**src/rtl/uart_byte_tx_pkg.sv**
```systemverilog
// uart_byte_tx_pkg: baud codes, code-to-divisor lookup and FSM states
package uart_byte_tx_pkg;
    localparam logic [2:0] BAUD_9600   = 3'd0;
    localparam logic [2:0] BAUD_19200  = 3'd1;
    localparam logic [2:0] BAUD_38400  = 3'd2;
    localparam logic [2:0] BAUD_57600  = 3'd3;
    localparam logic [2:0] BAUD_115200 = 3'd4;

    typedef enum logic {IDLE, SEND} state_t;

    // Each branch folds to a constant, so only a small mux is built
    function automatic int baud_div(input logic [2:0] code, input int clk_freq);
        return code == BAUD_9600  ? clk_freq / 9600  :
               code == BAUD_19200 ? clk_freq / 19200 :
               code == BAUD_38400 ? clk_freq / 38400 :
               code == BAUD_57600 ? clk_freq / 57600 : clk_freq / 115200;
    endfunction
endpackage

```
**src/rtl/uart_baud_gen.sv**
```systemverilog
// uart_baud_gen: bit_tick pulse once every DIV cycles while enabled
module uart_baud_gen
    import uart_byte_tx_pkg::*;
#(
    parameter int CLK_FREQ = 50_000_000
) (
    input  logic       clk_i,
    input  logic       rst_ni,
    input  logic       en_i,
    input  logic [2:0] baud_code_i,
    output logic       bit_tick_o
);
    localparam int CW = $clog2(CLK_FREQ / 9600 + 1);

    logic [CW-1:0] cnt_q, cnt_d, last;

    always_comb begin
        last       = CW'(baud_div(baud_code_i, CLK_FREQ) - 1);
        bit_tick_o = en_i && cnt_q == last;
        cnt_d      = (!en_i || bit_tick_o) ? '0 : cnt_q + 1'b1;
    end

    always_ff @(posedge clk_i) cnt_q <= rst_ni ? cnt_d : '0;
endmodule

```
**src/rtl/uart_byte_tx.sv**
```systemverilog
// uart_byte_tx: 8N1 UART byte serializer with selectable baud rate
module uart_byte_tx
    import uart_byte_tx_pkg::*;
#(
    parameter int CLK_FREQ = 50_000_000
) (
    input  logic       Clk,
    input  logic       Reset_n,
    input  logic       Sent_en,
    input  logic [7:0] Data_byte,
    input  logic [2:0] Baud_set,
    output logic       Uart_tx,
    output logic       Tx_done,
    output logic       Uart_state
);
    state_t     state_q, state_d;
    logic       sent_en_q;
    logic [7:0] data_q, data_d;
    logic [2:0] code_q, code_d;
    logic [3:0] idx_q, idx_d;
    logic       tx_q, tx_d, done_q, done_d;
    logic       tick, load, last_bit;

    // tick only fires in SEND, so last_bit implies SEND
    assign load     = state_q == IDLE && Sent_en && !sent_en_q;
    assign last_bit = tick && idx_q == 4'd9;

    uart_baud_gen #(.CLK_FREQ(CLK_FREQ)) u_baud (
        .clk_i      (Clk),
        .rst_ni     (Reset_n),
        .en_i       (state_q == SEND),
        .baud_code_i(code_q),
        .bit_tick_o (tick)
    );

    always_ff @(posedge Clk) state_q <= Reset_n ? state_d : IDLE;

    always_comb state_d = state_q == IDLE ? (load ? SEND : IDLE) : (last_bit ? IDLE : SEND);

    // idx_q is the bit currently on the line; a tick moves to bit idx_q+1
    always_comb begin
        data_d = load ? Data_byte : data_q;
        code_d = load ? Baud_set : code_q;
        idx_d  = (load || last_bit) ? '0 : tick ? idx_q + 1'b1 : idx_q;
        tx_d   = load ? 1'b0 : (last_bit || (tick && idx_q == 4'd8)) ? 1'b1 : tick ? data_q[idx_q[2:0]] : tx_q;
        done_d = last_bit;
    end

    always_ff @(posedge Clk) begin
        sent_en_q <= Reset_n ? Sent_en : 1'b0;
        data_q    <= Reset_n ? data_d : '0;
        code_q    <= Reset_n ? code_d : '0;
        idx_q     <= Reset_n ? idx_d : '0;
        tx_q      <= Reset_n ? tx_d : 1'b1;
        done_q    <= Reset_n ? done_d : 1'b0;
    end

    assign Uart_tx    = tx_q;
    assign Tx_done    = done_q;
    assign Uart_state = state_q == SEND;
endmodule

```
**config.mk**
```make
export PLATFORM = sky130hd
export DESIGN_NAME = uart_byte_tx
export DESIGN_NICKNAME = d
export VERILOG_FILES = /design/src/rtl/uart_byte_tx_pkg.sv /design/src/rtl/uart_baud_gen.sv /design/src/rtl/uart_byte_tx.sv
export SDC_FILE = /design/constraint.sdc
export NUM_CORES = 1
export LEC_CHECK = 0
export CORE_UTILIZATION = 25
export DETAILED_ROUTE_END_ITERATION = 8
export SYNTH_ARGS = -nofsm -noshare
export SYNTH_HDL_FRONTEND = slang
export SYNTH_SLANG_ARGS = --single-unit
```
**constraint.sdc**
```tcl
create_clock -name Clk -period 1.8 [get_ports Clk]
set_input_delay 0.36 -clock Clk [delete_from_list [all_inputs] [get_ports Clk]]
set_output_delay 0.36 -clock Clk [all_outputs]
set_load 0.05 [all_outputs]
```
==> run metrics <==
DR vias=1358; Mean Syn Cell Area=8.82 um^2; top cell type by total area after synthesis=dfxtp_1; slowest stage cell, crit path=or3b_1; Core Util, Final=35.5%; Psw=367 uW; worst r2r dst=Uart_tx$_SDFFE_PN1P_; Hold WC Path Type=flip-flop to flip-flop; Final HPWL DP=2500 um; fraction of layout cells with a size suffix above 1=25.5%; Via density=4.60; fin crit period=1.87 ns; Cell Chain, Critical Path=or3b_1 > a211oi_2 > o22ai_2 > nor4_4 > buf_6 > mux2i_1 > o21ai_1; Clock Latency Late Sink=0.29 ns; number of I/O port buffers=16; Post-synth ARST share=0%; Static Leak=0.000804 uW; GR Layer Usage met3=3.41%; Detailed Route WL=3400 um; vias in the first global route=1359; post-CTS setup buffer count=0; H-tree levels=2; Final nets=237; fin crit share=104%; # IOs=17; # Max-Cap Violations=0; Final Skew=0.0105 ns; EDFF count, synth=0; All-Layer GR Usage=12.0%; worst hold margin=0.466 ns; Layout Cells excl Fill=295; Gate Count Post-Synth=184; die area=6820 um^2; power share of the clock group=45.5%; Area growth syn-to-layout=33.5%; Critical Path Fanout Max=7; Required @ worst endpoint=1.98 ns; Setup CP Type=flip-flop to flip-flop; Post-CTS Hold Buffers=0; clock sink total=32; synth warn=0; CTS buffer count=5; Top Usage Layer GRT=met2; Remaining DRCs=0; RR Startpoint=code_q[0]$_SDFFE_PN0P_; Logic pwr share=9.6%; Unique masters post-synth=47; Slew Limit Headroom=76.6%; Max rail drop VDD=0.558 mV; Worst-path clk slew=0.07 ns; syn_nets=202; Max Slew Vio Count=0; Internal=1300 uW; sequential power share=44.8%; drt wl/cell=11.5 um; buffer depth of the longest clock path=2; CP peak stage delay=0.38 ns; total power draw=1670 uW; root buffer cell=clkbuf_8; Inst Count DP=287; Synth area leaders=dfxtp_1 39%, nand2_1 7.6%, nor2_1 5.6%, xor2_1 5.4%, a21boi_0 5.1%; # setup viols final=6; Seq cells post-synth=32; switch share=22.0%; area of the mapped netlist=1620 um^2; Yosys top cell area share=39.5%; r2r setup slk=-0.07 ns; status=complete, but fails checks; Die Ht=82.6 um; Global Route met2 Usage=19.3%; hold path depth=2; Die Span X=82.6 um; DR pass1 iterations=4; violated checks=setup timing; P per Cell Area=769 nW/um^2; clock tree from TritonCTS=yes; first-pass GRT wire length=6170 um; ys flop type=dfxtp_1; Seq/Total Area, Yosys=39.5%; Final ANT Viol Nets=0; CP endpoint kind=flip-flop; met1 Usage GRT=14.5%; largest net degree at the start of global routing=16; f_max=534 MHz; Core Area=6100 um^2; diode count=0; FP Rows=28; critical path arrival=2.05 ns; final hold viol count=0; worst hold start=data_q[5]$_SDFFE_PN0P_; initial antenna violation count=0; Critical path origin=code_q[0]$_SDFFE_PN0P_; cells on worst reg2reg path=7; Critical Path Start Type=flip-flop; Final Worst Setup Slack=-0.0714 ns; RSZ-0062 raised after global routing=yes; Routability Congestion=0.776; Initial Utilization=26.6%; Starting DRT DRC Count=7; Hold Path End=data_q[5]$_SDFFE_PN0P_; GRT overflow=0; slew of the pin with the lowest slew margin=0.350 ns
layer usage:
layer | vias to the layer above | share of wire, %
met2 | 25 | 46
met4 | 0 | 2.6
li1 | 699 | -
met3 | 9 | 3.4
met1 | 625 | 47
met5 | - | 0
stage by stage:
stage / TNS (ns) / instance area [um^2] / worst slack [ns]
after floorplan: -2.18 / 1630 / -0.162
after global placement: -1.94 / 1980 / -0.128
after detailed placement: -3.35 / 1980 / -0.220
after CTS: -0.892 / 2130 / -0.103
after global routing: -1.89 / 2170 / -0.192
final: -0.241 / 2170 / -0.0714
cell families (layout without fill, tap and decap cells):
group	Yosys count	count (layout)	share of synthesized area, %
xor gates and xnor gates	14	14	7.56
muxes	5	5	4.63
DFF	32	32	39.5
adders and majority gates	4	4	3.08
and+or+nand+nor	91	91	28.8
AOI/OAI and AO/OA	27	27	12.9
buffers and inverters	11	47	3.55
cell type report:
| class | instances | area, um^2 |
|---|---|---|
| Fill cell | 654 | 3930 |
| Sequential cell | 32 | 648 |
| Multi-Input combinational cell | 141 | 980 |
| Tap cell | 75 | 93.8 |
| Inverter | 3 | 11.3 |
| Clock inverter | 1 | 30.0 |
| Clock buffer | 7 | 96.3 |
| Timing Repair Buffer | 36 | 307 |
power groups by stage:
stage | logic (uW) | clock network [uW] | registers [uW]
after floorplan | 83.3 | 0 | 769
after global placement | 154 | 0 | 762
after detailed placement | 156 | 0 | 762
after CTS | 160 | 782 | 746
after global routing | 179 | 814 | 749
final | 161 | 758 | 746
worst max-delay path by stage:
stage	end	cells past startpoint
finish	Uart_tx$_SDFFE_PN1P_	7
CTS	Uart_tx$_SDFFE_PN1P_	7
detailed placement	u_baud.cnt_q[9]$_SDFF_PP0_	6
global route	Uart_tx$_SDFFE_PN1P_	7
floorplan	Uart_tx$_SDFFE_PN1P_	7
global placement	u_baud.cnt_q[8]$_SDFF_PP0_	6
critical path: cells and delay by family, from the launching register on:
kind / cells / cell delay [ns]
AOI/OAI and AO/OA: 3 / 0.41
buffers and inverters: 1 / 0.17
DFF: 1 / 0.33
muxes: 1 / 0.18
and+or+nand+nor: 2 / 0.68
cell usage after synthesis (2+ instances only):
cell       n
a21boi_0  11
nand3_1    7
buf_4      2
a21oi_1    2
xor2_1    10
inv_1      3
and3_1     4
clkbuf_1   4
nand3b_1   2
ha_1       4
nand2_1   33
o21ai_1    2
xnor2_1    4
dfxtp_1   32
o21ai_0    2
and2_1     2
or3b_1     2
mux4_2     2
mux2i_1    3
nor2_1    24
nor3b_1    3
registers in the layout, indices dropped and copies added (netlist names):
signal,flops
Uart_tx,1
code_q,3
Tx_done,1
data_q,8
idx_q,4
sent_en_q,1
Uart_state,1
u_baud.cnt_q,13
timing repair:
item,4_1_cts,5_1_grt
resized for setup,9,7
setup endpoints to repair,19,19
pin swaps,8,5
layout by cell type, fill, tap and decap left out, drive strengths merged, types with 2 or more instances in the layout:
cell / netlist / layout
clkdlybuf4s50: 0 / 13
a21oi: 3 / 3
clkbuf: 4 / 7
nand3b: 2 / 2
or3b: 3 / 3
xnor2: 4 / 4
nand2: 33 / 33
nor4: 2 / 2
nor2: 24 / 24
mux4: 2 / 2
a31oi: 2 / 2
and2: 2 / 2
and3: 5 / 5
mux2i: 3 / 3
ha: 4 / 4
nand3: 7 / 7
buf: 4 / 23
nor3b: 3 / 3
nor3: 2 / 2
xor2: 10 / 10
o21ai: 4 / 4
a21boi: 11 / 11
inv: 3 / 3
dfxtp: 32 / 32
Note: power is estimated with default switching activity, not from simulation.
